===== src/rtl/traffic_fsm_pkg.sv =====
// traffic_fsm_pkg
//   Shared definitions for the traffic-light controller and the LED colour stage:
//   - outSel light-selection codes (SEL_*)
//   - FSM state encoding (stateT)
//   - small constant helpers used when sizing counters and decoding outputs
package traffic_fsm_pkg;

  // Light-selection codes consumed by the LED colour stage.
  localparam logic [2:0] SEL_RED    = 3'b000;
  localparam logic [2:0] SEL_GREEN  = 3'b001;
  localparam logic [2:0] SEL_YELLOW = 3'b010;
  localparam logic [2:0] SEL_WALK   = 3'b011;
  localparam logic [2:0] SEL_OFF    = 3'b100;

  typedef enum logic [2:0] {
    StRed      = 3'd0,
    StGreen    = 3'd1,
    StYellow   = 3'd2,
    StWalk     = 3'd3,
    StFlashOn  = 3'd4,
    StFlashOff = 3'd5
  } stateT;

  function automatic int unsigned maxU(input int unsigned a, input int unsigned b);
    return (a > b) ? a : b;
  endfunction

  // Light selection shown while the FSM sits in a given state.
  function automatic logic [2:0] selOf(input stateT s);
    logic [2:0] sel;
    sel = SEL_RED;
    unique case (s)
      StRed:      sel = SEL_RED;
      StGreen:    sel = SEL_GREEN;
      StYellow:   sel = SEL_YELLOW;
      StWalk:     sel = SEL_WALK;
      StFlashOn:  sel = SEL_YELLOW;
      StFlashOff: sel = SEL_OFF;
      default:    sel = SEL_RED;
    endcase
    return sel;
  endfunction

  // States in which a pedestrian request may be latched.
  function automatic logic isNormalTraffic(input stateT s);
    return (s == StRed) || (s == StGreen) || (s == StYellow);
  endfunction

  function automatic logic isFlash(input stateT s);
    return (s == StFlashOn) || (s == StFlashOff);
  endfunction

endpackage


===== src/rtl/ms_tick_gen.sv =====
// ms_tick_gen
//   Millisecond tick prescaler. Counts 0 .. C_CLK_FRQ/1000-1 and pulses outTick
//   for one cycle at the terminal count. inClear restarts the count so that the
//   first tick after a clear arrives exactly one millisecond later.
// Ports:
//   clk      in   master clock
//   rstb     in   synchronous reset, active low
//   inClear  in   restart the millisecond count (count is 0 on the next cycle)
//   outTick  out  one-cycle pulse on the last cycle of each millisecond
module ms_tick_gen #(
  parameter int unsigned C_CLK_FRQ = 100000000
) (
  input  logic clk,
  input  logic rstb,
  input  logic inClear,
  output logic outTick
);

  localparam int unsigned Div = C_CLK_FRQ / 1000;
  localparam int unsigned CntW = (Div > 1) ? $clog2(Div) : 1;
  localparam logic [CntW-1:0] TermCnt = CntW'(Div - 1);

  logic [CntW-1:0] cnt;

  always_ff @(posedge clk) begin
    if (!rstb) begin
      cnt <= '0;
    end else if (inClear || (cnt == TermCnt)) begin
      cnt <= '0;
    end else begin
      cnt <= cnt + CntW'(1);
    end
  end

  // Tick is taken from the count register, so it is glitch-free and
  // independent of inClear in the same cycle.
  assign outTick = (cnt == TermCnt);

endmodule


===== src/rtl/traffic_fsm.sv =====
// traffic_fsm
//   Timed traffic-light controller. Cycles RED -> GREEN -> YELLOW -> (WALK ->
//   GREEN | RED) with per-phase durations in milliseconds, latches pedestrian
//   requests, and offers a maintenance flashing mode (yellow / off).
// Ports:
//   clk             in   master clock
//   rstb            in   synchronous reset, active low
//   inWalkReq       in   debounced pedestrian request; any high cycle registers
//   inEnable        in   1 = normal operation, 0 = maintenance flashing
//   outSel          out  light selection (SEL_* codes), registered
//   outWalkPending  out  a request is latched and not yet served, registered
module traffic_fsm
  import traffic_fsm_pkg::*;
#(
  parameter int unsigned C_CLK_FRQ   = 100000000,
  parameter int unsigned C_RED_MS    = 4000,
  parameter int unsigned C_GREEN_MS  = 5000,
  parameter int unsigned C_YELLOW_MS = 1000,
  parameter int unsigned C_WALK_MS   = 4000,
  parameter int unsigned C_BLINK_MS  = 500
) (
  input  logic       clk,
  input  logic       rstb,
  input  logic       inWalkReq,
  input  logic       inEnable,
  output logic [2:0] outSel,
  output logic       outWalkPending
);

  localparam int unsigned MaxMs =
    maxU(maxU(maxU(C_RED_MS, C_GREEN_MS), maxU(C_YELLOW_MS, C_WALK_MS)), C_BLINK_MS);
  localparam int unsigned MsW = $clog2(MaxMs + 1);

  // Last ms-count value of each phase; the phase ends on the tick seen at it.
  localparam logic [MsW-1:0] RedLast    = MsW'(C_RED_MS - 1);
  localparam logic [MsW-1:0] GreenLast  = MsW'(C_GREEN_MS - 1);
  localparam logic [MsW-1:0] YellowLast = MsW'(C_YELLOW_MS - 1);
  localparam logic [MsW-1:0] WalkLast   = MsW'(C_WALK_MS - 1);
  localparam logic [MsW-1:0] BlinkLast  = MsW'(C_BLINK_MS - 1);

  stateT          state;
  stateT          nextState;
  logic [MsW-1:0] msCnt;
  logic [MsW-1:0] durLast;
  logic           tick;
  logic           expire;
  logic           phaseEnd;

  ms_tick_gen #(
    .C_CLK_FRQ (C_CLK_FRQ)
  ) uTickGen (
    .clk     (clk),
    .rstb    (rstb),
    .inClear (phaseEnd),
    .outTick (tick)
  );

  always_comb begin
    durLast = RedLast;
    unique case (state)
      StRed:      durLast = RedLast;
      StGreen:    durLast = GreenLast;
      StYellow:   durLast = YellowLast;
      StWalk:     durLast = WalkLast;
      StFlashOn:  durLast = BlinkLast;
      StFlashOff: durLast = BlinkLast;
      default:    durLast = RedLast;
    endcase
  end

  assign expire = tick && (msCnt == durLast);

  // Priority: inEnable (maintenance entry/exit) over duration expiry.
  always_comb begin
    nextState = state;
    unique case (state)
      StRed: begin
        if (!inEnable)   nextState = StFlashOn;
        else if (expire) nextState = StGreen;
      end
      StGreen: begin
        if (!inEnable)   nextState = StFlashOn;
        else if (expire) nextState = StYellow;
      end
      StYellow: begin
        if (!inEnable)   nextState = StFlashOn;
        else if (expire) nextState = outWalkPending ? StWalk : StRed;
      end
      StWalk: begin
        if (!inEnable)   nextState = StFlashOn;
        else if (expire) nextState = StGreen;
      end
      StFlashOn: begin
        if (inEnable)    nextState = StRed;
        else if (expire) nextState = StFlashOff;
      end
      StFlashOff: begin
        if (inEnable)    nextState = StRed;
        else if (expire) nextState = StFlashOn;
      end
      default: nextState = StRed;
    endcase
  end

  // Every transition goes to a different state, so any change is a phase entry.
  assign phaseEnd = (nextState != state);

  always_ff @(posedge clk) begin
    if (!rstb) begin
      state          <= StRed;
      outSel         <= SEL_RED;
      outWalkPending <= 1'b0;
      msCnt          <= '0;
    end else begin
      state  <= nextState;
      outSel <= selOf(nextState);

      if (phaseEnd) begin
        msCnt <= '0;
      end else if (tick) begin
        msCnt <= msCnt + MsW'(1);
      end

      // Clearing on WALK entry or flash entry beats a same-cycle request.
      if ((nextState == StWalk) || isFlash(nextState)) begin
        outWalkPending <= 1'b0;
      end else if (inWalkReq && isNormalTraffic(state)) begin
        outWalkPending <= 1'b1;
      end
    end
  end

endmodule


===== config.mk =====
export PLATFORM = sky130hd
export DESIGN_NAME = traffic_fsm
export DESIGN_NICKNAME = d
export VERILOG_FILES = /design/src/rtl/traffic_fsm_pkg.sv /design/src/rtl/ms_tick_gen.sv /design/src/rtl/traffic_fsm.sv
export SDC_FILE = /design/constraint.sdc
export NUM_CORES = 1
export LEC_CHECK = 0
export BUFFER_PORTS_ARGS = -buffer_cell sky130_fd_sc_hd__buf_2
export CORE_MARGIN = 2
export CORE_UTILIZATION = 45
export DETAILED_ROUTE_END_ITERATION = 10
export PLACE_DENSITY = 0.66
export SKIP_LAST_GASP = 1
export SYNTH_ARGS = -nofsm -noshare
export SYNTH_HDL_FRONTEND = slang
export SYNTH_SLANG_ARGS = --single-unit

===== constraint.sdc =====
create_clock -name clk -period 2.1 [get_ports clk]
set_input_delay 0.525 -clock clk [delete_from_list [all_inputs] [get_ports clk]]
set_output_delay 0.525 -clock clk [all_outputs]
set_load 0.01 [all_outputs]

* Word level (Yosys, flattened, before mapping)
Index checks and enable logic that the tools add are counted.
** Word-level totals
- Flip-flop bits (word level) :: 37
- Bits in latches :: 0
- Memory bits (writable) :: 0
- ROM bits :: 0
- Input port bits :: 4
- Output and inout bits :: 4
- Word-level logic and storage cells :: 49
- Memories :: 0
** Operators by class
- $add $sub $neg :: 2
- Multipliers :: 0
- Divide/modulo/power cells :: 0
- $lt $le $gt $ge :: 0
- Eq/ne operators :: 13
- Shifts and indexed selects :: 0
- Multiplexer cells :: 14
- Bitwise gates (word level) :: 1
- Reduce and logical (&&, ||, !) cells :: 14
** Operators with widths (number)
- 13-bit one-hot mux with 3 select lines :: 1
- 3-bit two-way mux :: 10
- 17-bit by 1-bit adder with 17-bit output, second input constant :: 1
- 17-bit == test, second input constant :: 1
- 3-bit one-hot mux with 5 select lines :: 1
- 13-bit by 1-bit adder with 13-bit output, second input constant :: 1
- 13-bit == test :: 1
- 3-bit by 2-bit == test with 1-bit output, second input constant :: 4
- 3-bit == test, second input constant :: 4
- 3-bit one-hot mux with 4 select lines :: 1
- 2-bit OR reduction :: 6
- 3-bit by 1-bit == test with 1-bit output, second input constant :: 2
- 1-bit logical OR :: 5
- 3-bit logical NOT :: 1
- 3-bit inequality test :: 1
- 1-bit logical AND :: 2
- 2-bit two-way mux :: 1
- 1-bit inverter :: 1

* Depth between registers and ports, before layout
Gate-level depths: netlist (run 1).
- Depth in word-level cells :: 12
- Depth in mapped cells :: 8
- Depth with buffers taken out :: 7

* Hierarchy
A second synthesis (run 1) with hierarchy kept.
** Unflattened totals
- Cell total of the unflattened synthesis :: 212
- Area, all modules :: 1895.6 um^2
** Modules (own cells, without submodules)
- traffic_fsm :: instances 1, cells an instance 124, area an instance 1107.3 um^2, seq. area each 400.4 um^2
- ms_tick_gen :: instances 1, cells an instance 88, area an instance 788.3 um^2, seq. area each 340.3 um^2

* Least setup slack after synthesis (run 1)
No wires, ideal clock.
- Path type :: reg2reg
- Start :: register uTickGen.cnt[0]
- End :: register outSel[1]
- Arrival :: 2.079 ns
- Data required time :: 1.986 ns
- Setup slack :: -0.093 ns
- Cell stages (with the launch flop) :: 8
- Path through :: dfxtp_1 -> ha_1 -> and4_1 -> nand4_4 -> a211o_1 -> nor3_4 -> mux2_1 -> a21o_1
** On the way
- Cells in the longest elaborated chain, start to end :: 8
- Elaborated cells between the ends (all ways) :: 20
- Those cells by class :: eq/ne (6); mux (12); reduce/logical (2)
** RTL lines
- start: declaration :: RTL line ms_tick_gen.sv:23 : logic [CntW-1:0] cnt;
- start signal: assignment :: RTL line ms_tick_gen.sv:31 : cnt <= cnt + CntW'(1);
- 17-bit == test * :: RTL line ms_tick_gen.sv:37 : assign outTick = (cnt == TermCnt);
- 1-bit logical AND * :: RTL line traffic_fsm.sv:71 : assign expire = tick && (msCnt == durLast);
- 3-bit two-way mux (on tied branches) (2 in a row)
- 3-bit one-hot mux with 5 select lines * :: RTL line traffic_fsm.sv:76 : unique case (state)
- 3-bit == test / 3-bit by 2-bit == test with 1-bit output (equally long branches) :: RTL line traffic_fsm_pkg.sv:32 : unique case (s)
- 2-bit OR reduction (no source line)
- 3-bit one-hot mux with 4 select lines * :: RTL line traffic_fsm_pkg.sv:32
- end signal: assignment :: RTL line traffic_fsm.sv:116 : outSel <= selOf(nextState);
- end: declaration :: RTL line traffic_fsm.sv:26 : output logic [2:0] outSel,
Mark *: on every way between the ends. The rest lies on a longest branch, timed or not.
A chain may end at the register's enable or synchronous reset.

* Worst setup path in the final report (run 1)
- Start :: register state[0]
- End :: register outSel[1]
** On the way
- Cells in the longest elaborated chain, start to end :: 11
- Elaborated cells between the ends (all ways) :: 29
- Those cells by class :: eq/ne (11); mux (13); reduce/logical (5)
** RTL lines
- start: declaration :: RTL line traffic_fsm.sv:41 : stateT state;
- start signal: assignment :: RTL line traffic_fsm.sv:110 : state <= StRed;
- start signal: assignment :: RTL line traffic_fsm.sv:115 : state <= nextState;
- 3-bit == test :: RTL line traffic_fsm.sv:60, traffic_fsm.sv:76
- 2-bit OR reduction (no source line)
- 13-bit one-hot mux with 3 select lines :: RTL line traffic_fsm.sv:60 : unique case (state)
- 13-bit == test :: RTL line traffic_fsm.sv:71
- 1-bit logical AND :: RTL line traffic_fsm.sv:71
- 3-bit two-way mux (on tied branches) (2 in a row)
- 3-bit one-hot mux with 5 select lines * :: RTL line traffic_fsm.sv:76
- 3-bit == test / 3-bit by 2-bit == test with 1-bit output (equally long branches) :: RTL line traffic_fsm_pkg.sv:32
- 2-bit OR reduction (no source line)
- 3-bit one-hot mux with 4 select lines * :: RTL line traffic_fsm_pkg.sv:32
Marked as above.

==> results of run 1 <==
power groups by stage:
stage | clock, mW | combinational [mW] | sequential, mW
floorplan | 0 | 0.0375 | 0.727
CTS | 0.572 | 0.0663 | 0.710
finish | 0.550 | 0.0694 | 0.710
global route | 0.597 | 0.0768 | 0.711
detailed placement | 0 | 0.0659 | 0.726
global placement | 0 | 0.0657 | 0.726
layout make-up:
class	count	share of cell area, %
Clock buffer	7	4.21
Clock inverter	1	0.219
Inverter	4	0.656
Multi-Input combinational cell	163	48.1
Sequential cell	37	32.5
Tap cell	50	2.73
Timing Repair Buffer	36	11.6
cells by family (layout without fill, tap and decap cells):
kind of cell             count (synthesis)  after routing
adder cells (fa/ha/maj)                  2              2
AO/OA/AOI/OAI                           22             22
multiplexers                             4              4
XOR/XNOR                                27             27
AND/OR/NAND/NOR                        108            108
buffers and inverters                   12             48
flip-flops                              37             37
layout by cell type, fill, tap and decap left out, drive strengths merged, types with 2 or more instances in the layout:
cell and count:
a211oi 3, buf 36, nor3b 2, nor4 4
and4 3, nor2b 4, ha 2, nand3b 2
mux2i 2, o22ai 2, nand3 12, nor2 36
nand2b 3, dfxtp 37, a21oi 2, clkbuf 7
o21ai 2, inv 4, nand2 16, nor3 9
and3 3, xor2 16, and4bb 2, xnor2 11
mux2 2, o2111ai 2, nand4 6
metal layers:
metal  track usage [%]  wire length, um  vias up
li1                  -                -      816
met1              24.3             1850      724
met2              30.0             1740       22
met3              4.87              123        6
met4              9.25               46        0
met5                 0                0        -
worst register-to-register path, delay by kind of cell, from the launching register on:
family,cells,cell delay (ns)
muxes,1,0.33
AOI/OAI and AO/OA,3,0.51
DFF,1,0.36
and+or+nand+nor,2,0.85
flip-flops by register name (all words and copies together), names as in the netlist:
signal and flops:
msCnt 13, outSel 3, state 3, outWalkPending 1, uTickGen.cnt 17
path summary, 6_finish.rpt:
| kind | start | end | slack, ns | cells after the start |
|---|---|---|---|---|
| worst max-delay path | state[0]$_SDFF_PN0_ | outSel[1]$_SDFF_PN0_ | -0.05 | 6 |
| worst min-delay path | rstb | outSel[0]$_SDFF_PN0_ | 0.53 | 3 |
| worst min register to register | uTickGen.cnt[0]$_SDFF_PP0_ | uTickGen.cnt[0]$_SDFF_PP0_ | 0.53 | 2 |
| worst max register to register | state[0]$_SDFF_PN0_ | outSel[1]$_SDFF_PN0_ | -0.05 | 6 |
metrics by stage:
stage          power [mW]  setup TNS, ns  utilization [%]
2_1_floorplan       0.764              0                -
3_3_place_gp        0.792              0             53.6
3_5_place_dp        0.792              0             53.6
4_1_cts              1.35              0             56.5
5_1_grt              1.38         -0.181             57.2
6_report             1.33        -0.0481             57.2
what timing repair did:
action,in CTS,in global routing
pin swaps,2,3
resized for setup,2,4
setup endpoints to repair,2,3
cloned,0,0
hold buffers,0,0
setup buffers,2,1
==> summary.txt, run 1 <==
STA
  – Setup slack after layout: -0.0481 ns
  – Fmax: ~0.47 GHz
  – Post-route minimum period: approximately 2.1 ns
  – Tcrit/Tclk final: 102%
  – Slew Viols, Final: 0
  – Slew margin rel.: approximately 75%
  – Final Setup Violations: 1
  – Unrepaired setup endpoints after global routing: yes
  – Worst Tran Pin Value: approximately 0.37 ns
  – Hold WS: around 0.53 ns
  – Hold Vio Cnt, Final: 0
  – Skew final: ~0.0086 ns

Yosys
  – Nets in the synthesized netlist: ~220
  – Synth Warn #: 0
  – Simple-gate area share of the yosys netlist: 32.2%
  – Area contributors post-synth: dfxtp_1 40%, xor2_1 7.5%, nor2_1 7.2%, xnor2_1 5.1%, nand3_1 3.2%
  – Post-Synth Adder-Cell Area: around 1.3%
  – Xor and xnor area share after synthesis: about an eighth
  – Yosys top cell by area: dfxtp_1
  – Register area share after synthesis: between 30% and 40%
  – Top cell type's share of synthesized area: 39.6%
  – Synth Register Bits: 37
  – Mapped Area: about 1900 um^2
  – Most common cell in the netlist: dfxtp_1
  – Largest family of logic cells by synthesized area: simple AND/OR/NAND/NOR gates
  – Multiplexer area fraction after synthesis: under 10%
  – Top post-synthesis cells by count: 37 x dfxtp_1, 36 x nor2_1, 16 x nand2_1, 16 x xor2_1, 12 x nand3_1
  – Fraction of registers with async set/reset: 0%
  – Post-synth EDFFs: 0
  – Mapped Cells: between 200 and 250
  – Synth Area per Inst: roughly 8.8 um^2
  – Synth Area in Compound Gates: 8.89%
  – Most used DFF post-synth: dfxtp_1
  – Cell variety after synth: 49

Critical path
  – Cell Chain, Critical Path: or4bb_1 > o22ai_2 > o22ai_2 > nor3_4 > mux2_4 > a21o_1
  – CP peak stage delay: between 0.5 and 0.6 ns
  – Worst path slowest cell: or4bb_1
  – Most used cell, CP: o22ai_2
  – Delay-heaviest family, CP: simple AND/OR/NAND/NOR gates
  – CP bufs+invs: 0
  – Critical Path Fanout Max: 5
  – Critical Path AT: ~2.3 ns
  – Setup Crit Path Kind: reg -> reg
  – Kind of end point of the critical path: flop
  – WP data required: between 2 and 2.5 ns
  – Critical Path Start Type: flop

Global route
  – Largest net degree at the start of global routing: 14
  – Initial antenna violation count: 0
  – Number of global-route vias before repair: between 1000 and 1500
  – Global-route wire length before repair: between 6000 and 7000 um
  – Grt ovf: 0
  – Tot GR Track Use: approximately a fifth

Drt
  – Drt via density: roughly 5.3
  – DRC Markers: 0
  – Starting DRC count in detailed routing: 165
  – Total number of vias: between 1500 and 2000
  – Routed len/inst: 12.6 um
  – Antenna viol nets, final: 0
  – Routed wire length: between 3000 and 4000 um
  – Pre-Repair DR Iteration Count: 5

Clock tree
  – H-Tree Depth: 2
  – TritonCTS Sinks: 37
  – Clk pin slew, worst setup/hold paths: 0.07 ns
  – CTS tree: done
  – Num CTS Buffers: 5
  – Worst-Skew Late Latency: slightly below 0.3 ns
  – Clk buf depth: 2
  – Clock root cell: clkbuf_8

Placement
  – Dpl cells: between 200 and 300
  – Dpl hpwl: roughly 2600 um
  – Post-place setup slack: 0.00426 ns
  – Gpl congestion: between 0.8 and 0.9
  – Area after DPL: ~2100 um^2
  – Input/output buffers: 7

Power
  – Leakage: around 0.89 nW
  – Worst IR drop on VDD: roughly 0.00043 V
  – Switching Share: between 20% and 30%
  – P_int: about 1.0 mW
  – Clock share of power: about two fifths
  – P_sw: 0.295 mW
  – Sequential Power Share: between 50% and 60%
  – Power density cells: slightly below 600 nW/um^2
  – Logic pwr share: under 10%

Floorplan
  – # rows: 23
  – Chip height: 68.5 um
  – Initial core utilization: a little under half
  – Die X: just under 70 um
  – Core area: around 4000 um^2
  – Die ar.: 4690 um^2
  – Top Ports: 8

Finish
  – Final instance area: between 2000 and 2500 um^2
  – ANT cells: 0
  – Final net count: ~250
  – Ratio of cells with drive above 1 in the final layout: approximately a quarter
  – Fill cell count: 350
  – Footprint of the multi-input gates: approximately 1100 um^2
  – Register area: 744 um^2
  – Layout Cells excl Fill: 298
  – Area Growth Syn to Fin: 22.3%

Run status
  – Failing checks: negative setup slack
  – Status: finished, violations left

Hold path
  – Hold Path Class: in -> reg

Run
  – Max-cap violations: 0
No activity file was read; power rests on OpenSTA's default activity.
==> run 2: changes to the inputs <==
==> constraint.sdc (replaced) <==
create_clock -name clk -period 2.1 [get_ports clk]
set_input_delay 0.105 -clock clk [delete_from_list [all_inputs] [get_ports clk]]
set_output_delay 0.105 -clock clk [all_outputs]
set_load 0.01 [all_outputs]
==> run 2 against run 1 <==
Effect of this change: the flow now finishes without violations; global-route usage increased by 0.19 points; sequential power about the same; combinational power decreased by 2%.
==> summary.txt, run 2 (same netlist as run 1, synthesis figures left out) <==
Hold path
  – Hold_sp: rstb (unchanged)
  – Hold Path Class: in -> reg (unchanged)

Power
  – Worst IR drop on VDD: 0.000457 V (was 0.000426 V)
  – Leakage: 0.885 nW (was 0.887 nW)
  – Power density cells: 549 nW/um^2 (was 581 nW/um^2)

Critical path
  – Critical Path Fanout Max: 5 (unchanged)
  – Critical Path AT: 2.30 ns (was 2.34 ns)
  – WP data required: 2.30 ns (was 2.29 ns)
  – CP startpoint: state[1]$_SDFF_PN0_ (was state[0]$_SDFF_PN0_)
  – Critical Path Start Type: flop (unchanged)
  – Kind of end point of the critical path: flop (unchanged)
  – Setup Crit Path Kind: reg -> reg (unchanged)
  – R2r startpoint: state[1]$_SDFF_PN0_ (was state[0]$_SDFF_PN0_)

Clock tree
  – Clk pin slew, worst setup/hold paths: 0.08 ns (was 0.07 ns)
  – Hold bufs inserted after CTS: 0 (unchanged)
  – Worst-Skew Late Latency: 0.30 ns (was 0.29 ns)
  – Clk buf depth: 2 (unchanged)
  – TritonCTS Sinks: 37 (unchanged)
  – CTS tree: done (unchanged)
  – Clock root cell: clkbuf_8 (unchanged)
  – H-Tree Depth: 2 (unchanged)
  – Num CTS Buffers: 5 (unchanged)

Drt
  – Starting DRC count in detailed routing: 103 (was 165)
  – Pre-Repair DR Iteration Count: 5 (unchanged)
  – Total number of vias: 1590 (was 1568)
  – Drt via density: 5.32 (was 5.26)
  – Routed len/inst: 12.9 um (was 12.6 um)
  – Routed wire length: 3870 um (was 3770 um)
  – Antenna viol nets, final: 0 (unchanged)
  – DRC Markers: 0 (unchanged)

Finish
  – Most frequent cells in the layout: 35 x nor2_1, 33 x dfxtp_1, 29 x buf_4 (was 36 x nor2_1, 34 x dfxtp_1, 28 x buf_4)
  – ANT cells: 0 (unchanged)
  – Biggest regs: uTickGen.cnt x17, msCnt x13 (unchanged)
  – Most common cell after layout, fill and taps aside: nor2_1 (unchanged)
  – Max reg flops: 17 (unchanged)
  – Area Growth Syn to Fin: 23.1% (was 22.3%)
  – Final net count: 254 (was 253)
  – Final core occ: 57.6% (was 57.2%)
  – Ratio of cells with drive above 1 in the final layout: 25.7% (was 23.4%)
  – Largest register by flop count: uTickGen.cnt (unchanged)

Placement
  – Dpl hpwl: 2720 um (was 2650 um)
  – Post-place setup slack: 0.00686 ns (was 0.00426 ns)
  – Input/output buffers: 7 (unchanged)
  – Gpl congestion: 0.786 (was 0.820)

Global route
  – Number of global-route vias before repair: 1487 (was 1470)
  – Largest net degree at the start of global routing: 14 (unchanged)
  – Tot GR Track Use: 19.3% (was 19.1%)
  – Global-route wire length before repair: 6640 um (was 6590 um)
  – Grt ovf: 0 (unchanged)
  – Initial antenna violation count: 0 (unchanged)

STA
  – Tcrit/Tclk final: 100% (was 102%)
  – Final Setup Violations: 0 (was 1)
  – Skew final: 0.00577 ns (was 0.00860 ns)
  – Worst Tran Pin Value: 0.361 ns (was 0.367 ns)
  – Post-route minimum period: 2.10 ns (was 2.15 ns)
  – Unrepaired setup endpoints after global routing: yes (unchanged)
  – Fmax: 0.476 GHz (was 0.466 GHz)
  – Setup slack after layout: 0.00102 ns (was -0.0481 ns)
  – Slew Viols, Final: 0 (unchanged)
  – Hold Vio Cnt, Final: 0 (unchanged)
  – Slew margin rel.: 75.9% (was 75.4%)

Floorplan
  – Initial core utilization: 46.8% (unchanged)
  – Top Ports: 8 (unchanged)
  – Die ar.: 4690 um^2 (unchanged)
  – Die X: 68.5 um (unchanged)
  – Core area: 4000 um^2 (unchanged)
  – # rows: 23 (unchanged)
  – Chip height: 68.5 um (unchanged)

Run
  – Max-cap violations: 0 (unchanged)

Run status
  – Status: finished, final reports clean (was finished, violations left)
run 2: area by class of cell:
type / count / area [um^2]
sequential: 37 / 748
tap: 50 / 62.6
inverter: 4 / 15.0
multi-input combinational: 163 / 1120
clock inverter: 2 / 10.0
timing repair buffer: 37 / 273
fill: 361 / 1700
clock buffer: 6 / 72.6
run 2: worst paths after layout:
kind              depth (start not counted)  slack [ns]                          to
setup reg to reg                          6       0.001        outSel[1]$_SDFF_PN0_
hold / removal                            3        0.10        outSel[0]$_SDFF_PN0_
setup / recovery                          6       0.001        outSel[1]$_SDFF_PN0_
hold reg to reg                           2        0.53  uTickGen.cnt[0]$_SDFF_PP0_
run 2: power breakdown:
group | switching (mW) | internal (mW)
combinational | 0.0371 | 0.0310
clock | 0.259 | 0.230
sequential | 0.00382 | 0.705
run 2: repair_timing:
item                                    CTS  global route
resized for setup                         3            10
endpoints found under the setup margin    1             8
pin swaps                                 3             7
setup buffers                             1             1
run 2: critical path: stages (launching register included):
cell and delay, ns:
dfxtp_4 0.35, or4bb_1 0.51, o22ai_2 0.20, o22ai_2 0.13
nor3_4 0.34, mux2_4 0.33, a21o_1 0.15
run 2: stage by stage:
step           hold slack (ns)  setup TNS [ns]  power, mW  cell area, um^2  instances
4_1_cts                 0.0977               0       1.28             2250        298
3_3_place_gp             0.410               0      0.792             2160        289
3_5_place_dp             0.415               0      0.792             2160        289
6_report                 0.104               0       1.27             2300        299
2_1_floorplan            0.314               0      0.764             1880        212
5_1_grt                  0.130          -0.133       1.32             2300        299
run 2: layer usage:
metal  up-vias  GRT usage, %  wire length [um]
met5         -             0                 0
met4         0          6.75                56
met3         5          6.33               156
met2        26          30.6              1830
met1       743          24.4              1820
li1        816             -                 -
